File: src/rtl/arb4_32_pkg.sv
`default_nettype none
// +------------------------------------------------------------------------+
// | Package : arb4_pkg                                                     |
// | Purpose : Shared constants, FSM state encoding and the round-robin     |
// |           search helper for the 4-requester arbiter.                   |
// | Ports   : none (package)                                               |
// | Rev     : 1.0  initial release                                         |
// +------------------------------------------------------------------------+
package arb4_pkg;

    localparam int NREQ  = 4;
    localparam int IDX_W = 2;

    typedef enum logic [0:0] {
        IDLE  = 1'b0,
        GRANT = 1'b1
    } state_e;

    // Returns {found, index}. The search starts at ptr and walks upward with
    // wrap-around; the loop runs high-to-low so the nearest hit is written last.
    function automatic logic [IDX_W:0] rr_pick(
        input logic [NREQ-1:0]  r,
        input logic [IDX_W-1:0] p
    );
        logic [IDX_W:0]   res;
        logic [IDX_W-1:0] c;
        res = '0;
        for (int k = NREQ - 1; k >= 0; k--) begin
            c = p + IDX_W'(k);
            if (r[c]) begin
                res = {1'b1, c};
            end
        end
        return res;
    endfunction

endpackage
`default_nettype wire

File: src/rtl/arb4_32_mux.sv
`default_nettype none
// +------------------------------------------------------------------------+
// | Module  : MUX4T1_32                                                    |
// | Purpose : 4-to-1 data multiplexer selecting one W-bit word.            |
// | Ports   : sel_i [1:0]     - word select                                |
// |           d0_i..d3_i [W]  - candidate words                            |
// |           y_o [W]         - selected word                              |
// | Rev     : 1.0  initial release                                         |
// +------------------------------------------------------------------------+
module MUX4T1_32 #(
    parameter int W = 32
) (
    input  logic [1:0]   sel_i,
    input  logic [W-1:0] d0_i,
    input  logic [W-1:0] d1_i,
    input  logic [W-1:0] d2_i,
    input  logic [W-1:0] d3_i,
    output logic [W-1:0] y_o
);

    always_comb begin
        y_o = d0_i;
        case (sel_i)
            2'd0:    y_o = d0_i;
            2'd1:    y_o = d1_i;
            2'd2:    y_o = d2_i;
            default: y_o = d3_i;
        endcase
    end

endmodule
`default_nettype wire

File: src/rtl/arb4_32.sv
`default_nettype none
// +------------------------------------------------------------------------+
// | Module  : arb4_32                                                      |
// | Purpose : 4-requester round-robin arbiter with registered one-hot      |
// |           grant, valid/ready hand-off and back-to-back re-arbitration. |
// | Ports   : clk, rst (sync, active-high)                                 |
// |           req[3:0], I0..I3[W], o_ready  - requests, data, downstream   |
// |           lock[3:0] (ARB4_LOCK_EN only) - per-requester burst lock     |
// |           grant[3:0], s[1:0], o_valid   - registered grant outputs     |
// |           o[W], ack[3:0]                - combinational data / ack     |
// | Config  : define ARB4_LOCK_EN to add the lock input and burst hold.    |
// | Rev     : 1.0  initial release                                         |
// +------------------------------------------------------------------------+
module arb4_32
    import arb4_pkg::*;
#(
    parameter int W = 32
) (
    input  logic              clk,
    input  logic              rst,
    input  logic [NREQ-1:0]   req,
    input  logic [W-1:0]      I0,
    input  logic [W-1:0]      I1,
    input  logic [W-1:0]      I2,
    input  logic [W-1:0]      I3,
    input  logic              o_ready,
`ifdef ARB4_LOCK_EN
    input  logic [NREQ-1:0]   lock,
`endif
    output logic [NREQ-1:0]   grant,
    output logic [IDX_W-1:0]  s,
    output logic [W-1:0]      o,
    output logic              o_valid,
    output logic [NREQ-1:0]   ack
);

    state_e               state_q, state_d;
    logic [NREQ-1:0]      grant_q, grant_d;
    logic [IDX_W-1:0]     s_q, s_d;
    logic [IDX_W-1:0]     ptr_q, ptr_d;
    logic                 valid_q, valid_d;

    logic                 xfer;
    logic                 lock_hold;
    logic [IDX_W-1:0]     ptr_adv;
    logic [IDX_W:0]       pick_idle;
    logic [IDX_W:0]       pick_next;

    assign xfer    = valid_q & o_ready;
    assign ptr_adv = s_q + IDX_W'(1);

`ifdef ARB4_LOCK_EN
    assign lock_hold = lock[s_q];
`else
    assign lock_hold = 1'b0;
`endif

    // From IDLE search from ptr; after a transfer search from just past the
    // served requester so it naturally ends up lowest priority.
    assign pick_idle = rr_pick(req, ptr_q);
    assign pick_next = rr_pick(req, ptr_adv);

    always_comb begin
        state_d = state_q;
        grant_d = grant_q;
        s_d     = s_q;
        ptr_d   = ptr_q;
        valid_d = valid_q;
        case (state_q)
            IDLE: begin
                if (pick_idle[IDX_W]) begin
                    state_d = GRANT;
                    s_d     = pick_idle[IDX_W-1:0];
                    grant_d = NREQ'(1) << pick_idle[IDX_W-1:0];
                    valid_d = 1'b1;
                end
            end
            GRANT: begin
                if (xfer) begin
                    if (!lock_hold) begin
                        ptr_d = ptr_adv;
                        if (pick_next[IDX_W]) begin
                            s_d     = pick_next[IDX_W-1:0];
                            grant_d = NREQ'(1) << pick_next[IDX_W-1:0];
                        end else begin
                            state_d = IDLE;
                            s_d     = '0;
                            grant_d = '0;
                            valid_d = 1'b0;
                        end
                    end
                end else if (!req[s_q]) begin
                    // Requester withdrew before being served: release quietly.
                    state_d = IDLE;
                    s_d     = '0;
                    grant_d = '0;
                    valid_d = 1'b0;
                end
            end
            default: begin
                state_d = IDLE;
                s_d     = '0;
                grant_d = '0;
                valid_d = 1'b0;
            end
        endcase
    end

    always_ff @(posedge clk) begin
        if (rst) begin
            state_q <= IDLE;
            grant_q <= '0;
            s_q     <= '0;
            ptr_q   <= '0;
            valid_q <= 1'b0;
        end else begin
            state_q <= state_d;
            grant_q <= grant_d;
            s_q     <= s_d;
            ptr_q   <= ptr_d;
            valid_q <= valid_d;
        end
    end

    MUX4T1_32 #(
        .W (W)
    ) u_mux (
        .sel_i (s_q),
        .d0_i  (I0),
        .d1_i  (I1),
        .d2_i  (I2),
        .d3_i  (I3),
        .y_o   (o)
    );

    assign grant   = grant_q;
    assign s       = s_q;
    assign o_valid = valid_q;
    // Reset wins over a pending hand-off, so no ack escapes in the reset cycle.
    assign ack     = grant_q & {NREQ{valid_q & o_ready & ~rst}};

endmodule
`default_nettype wire

File: config.mk
export PLATFORM = sky130hd
export DESIGN_NAME = arb4_32
export DESIGN_NICKNAME = d
export VERILOG_FILES = /design/src/rtl/arb4_32_pkg.sv /design/src/rtl/arb4_32_mux.sv /design/src/rtl/arb4_32.sv
export SDC_FILE = /design/constraint.sdc
export NUM_CORES = 1
export LEC_CHECK = 0
export CAP_MARGIN = 20
export CELL_PAD_IN_SITES_DETAIL_PLACEMENT = 0
export CELL_PAD_IN_SITES_GLOBAL_PLACEMENT = 1
export CORE_ASPECT_RATIO = 0.6
export CORE_MARGIN = 4
export CORE_UTILIZATION = 18
export CTS_CLUSTER_DIAMETER = 150
export DETAILED_ROUTE_END_ITERATION = 8
export GPL_ROUTABILITY_DRIVEN = 0
export PLACE_DENSITY_LB_ADDON = 0.2
export SYNTH_ARGS = -nofsm -noshare
export SYNTH_HDL_FRONTEND = slang
export SYNTH_HIERARCHICAL = 1
export SYNTH_SLANG_ARGS = --single-unit
File: constraint.sdc
create_clock -name clk -period 2.4 [get_ports clk]
set_input_delay 0.48 -clock clk [delete_from_list [all_inputs] [get_ports clk]]
set_output_delay 0.48 -clock clk [all_outputs]
set_load 0.005 [all_outputs]
==> key figures <==
Power
  • Pleak: between 0.001 and 0.0015 uW
  • Reg power frac: 15.8%
  • Int Power: about 990 uW
  • Clock Power Share: 25.1%
  • Logic pwr share: approximately three fifths
  • Worst IR drop on VDD: 0.260 mV
  • Pwr/cell area: around 370 nW/um^2
  • Sw Share: around a quarter
  • Switching power: 350 uW

Min path
  • HP Start: ptr_q[0]$_SDFFE_PP0P_
  • Hold WC Path Type: reg -> reg
  • Min-Delay Endpoint: ptr_q[0]$_SDFFE_PP0P_
  • Min-Delay Path Depth: 2

Synth
  • Synth cell types: 38
  • Dominant synthesized flop cell: dfxtp_1
  • Adder-cell share of the synthesized area: 0%
  • Seq cells post-synth: 10
  • Simple-Gate Fraction of Synth Area: roughly an eighth
  • Post-synth EDFFs: 0
  • Mux cell area share after synthesis: between 50% and 60%
  • Post-Synth XOR/XNOR Area: 0.569%
  • Cell count after synthesis: approximately 130
  • Seq/Total Area, Yosys: 13.0%
  • Yosys top cell area share: between 40 and 50%
  • Biggest area consumer among synthesized cells: mux4_2
  • Largest family of logic cells by synthesized area: multiplexers
  • Ys Warns: 6
  • Syn nets: around 270
  • Post-synthesis compound-gate area fraction: between 10% and 20%
  • FFs w/ async S/R, synth: 0%
  • Netlist Area Pre-Place: 1540 um^2
  • Synth area leaders: mux4_2, dfxtp_1, buf_12
  • Average size of a mapped cell: 11.8 um^2

Floorplanning
  • Core Footprint: ~8000 um^2
  • Die Ht: between 70 and 80 um
  • Initial Utilization: about a fifth
  • Num ports: between 150 and 200
  • # rows: 25
  • Die Width: about 130 um
  • Die area: a little over 10000 um^2

Worst setup path
  • Flop2flop setup slack: 610 ps
  • Reg2reg start: s[1]$_SDFFE_PP0P_
  • Reg2reg path depth: 6
  • Setup crit end kind: output port
  • Critical path class: in -> out
  • Critical Path RT: between 1500 and 2000 ps
  • Worst setup SP type: input pin
  • CP Data Arrival Time: between 1500 and 2000 ps
  • Critical path fanouts, max: 1
  • R2R Path End: grant[1]$_SDFFE_PP0P_

STA
  • Clock skew: 2.65 ps
  • Final count of hold timing violations: 0
  • Worst slew margin: approximately 77%
  • Final Max Tran Viols: 0
  • Fmax: about 0.42 GHz
  • Crit path time final: approximately 2400 ps
  • Final setup fails: 0
  • Worst-Margin Slew: around 340 ps
  • Final Cycle Share: 98.9%
  • RSZ-0062 raised after global routing: false
  • Setup TNS: 0 ps

Layout
  • Finished Layout Cells: 420
  • Most frequent cells in the layout: clkdlybuf4s50_1, mux4_2, nor2_1, buf_4, dfxtp_1
  • Layout Nets: 448
  • Synthesis-to-layout area growth: 135%
  • Ant diodes: 0
  • Leading cell type in the layout, fill and taps excluded: clkdlybuf4s50_1
  • Design Area, Final: between 3000 and 4000 um^2
  • Share of post-route cells with drive strength above 1: about a fifth

Place
  • Count of input and output buffers: about 180
  • DP Wirelength: 7640 um
  • Placement Cell Area: approximately 3500 um^2
  • Dpl cells: 414

CTS
  • Skew-Pair Late Insertion Delay: 240 ps
  • CTS tree: done
  • H-tree depth: 1
  • Clk root buf: clkbuf_16
  • TritonCTS Buffers: 3
  • CTS max path bufs: 2
  • Reg clk slew, reported paths: 40 ps
  • Hold_buf cts: 0
  • Num Clock Sinks: 10

Flow run
  • Max-cap violations: 0

Routing
  • Via Count: approximately 1900
  • DR pass1 iterations: 4
  • Vias/cell: approximately 4.5
  • Iteration-0 DRC Markers: 76
  • Post-route ant nets: 0
  • WL/cell: 21.2 um
  • Routed WL: around 8900 um
  • Post-route DRC: 0

GRT
  • Vias in the first global route: between 1500 and 2000
  • Largest net degree at the start of global routing: 22
  • GR Overflow Total: 0
  • Initial antenna violation count: 0
  • GRT Total Usage: 16.3%
  • First-pass GRT wire length: about 12000 um

Run status
  • Run status: complete, no violations
[kinds of logic (layout without fill, tap and decap cells)]
group,Yosys count,after routing
compound gates,26,26
xor+xnor,1,1
buf+inv,19,200
flops,10,10
mux,36,36
simple gates,39,39
[power groups by stage]
| stage | Sequential [uW] | Clock (uW) | Combinational [uW] |
|---|---|---|---|
| 6_report | 213 | 337 | 794 |
| 5_1_grt | 216 | 364 | 844 |
| 4_1_cts | 210 | 351 | 785 |
| 3_5_place_dp | 213 | 0 | 779 |
| 3_3_place_gp | 212 | 0 | 779 |
| 2_1_floorplan | 197 | 0 | 323 |
[synth_stat cells, types with 3 or more instances]
library cell,n
buf_12,3
mux4_2,31
a21oi_1,5
nor2_1,12
nand2_1,7
buf_6,3
o21a_1,3
dfxtp_1,10
and2_1,4
buf_2,7
clkbuf_1,3
a211oi_1,5
nand2b_1,5
[metal layers]
layer  up-vias  wire length (um)  GRT usage (%)  share of wire [%]
li1        902                 -              -                  -
met1       907              4010           23.6                 45
met2        74              4300           25.7                 48
met3         2               574           3.48                6.5
met4         0                14           1.93               0.16
met5         -                 0              0                  0
[state kept, by name (all words and copies together) (netlist names)]
name / count
grant: 4
ptr_q: 2
o_valid: 1
state_q: 1
s: 2
[what timing repair did]
action / CTS / global route
endpoints found under the setup margin: 4 / 9
cloned: 0 / 2
setup buffers: 0 / 0
pin swaps: 1 / 2
gates resized for setup: 3 / 3
[through the flow]
| stage | hold WS, ps | setup WS [ps] | total power [uW] | utilization, % |
|---|---|---|---|---|
| after floorplan | 491 | 559 | 520 | - |
| after global placement | 509 | -64.3 | 991 | 42.8 |
| after detailed placement | 515 | -113 | 992 | 42.8 |
| after CTS | 522 | 11.8 | 1350 | 44.0 |
| after global routing | 547 | 4.28 | 1420 | 44.7 |
| final | 522 | 26.6 | 1340 | 44.7 |
[worst max-delay path, stage by stage]
cell and delay [ps]:
clkdlybuf4s50_1 450, mux4_2 470, clkdlybuf4s50_1 490
[area by class of cell]
type                       count  area [um^2]
fill                         762         4480
inverter                       2         7.51
timing repair buffer         194         1990
multi-input combinational    102         1200
clock buffer                   4         88.8
tap                          108          135
sequential                    10          208
[how the worst max path moves through the flow]
stage | from | endpoint | slack [ps] | cells past startpoint
floorplan | req[1] | grant[3]$_SDFFE_PP0P_ | 560 | 6
global placement | o_ready | ack[1] | -60 | 5
detailed placement | o_ready | ack[3] | -110 | 5
CTS | o_ready | ack[3] | 10 | 5
global route | s[0]$_SDFFE_PP0P_ | o[26] | 4 | 3
finish | I2[7] | o[7] | 30 | 3
(Power assumes the default switching activity.)
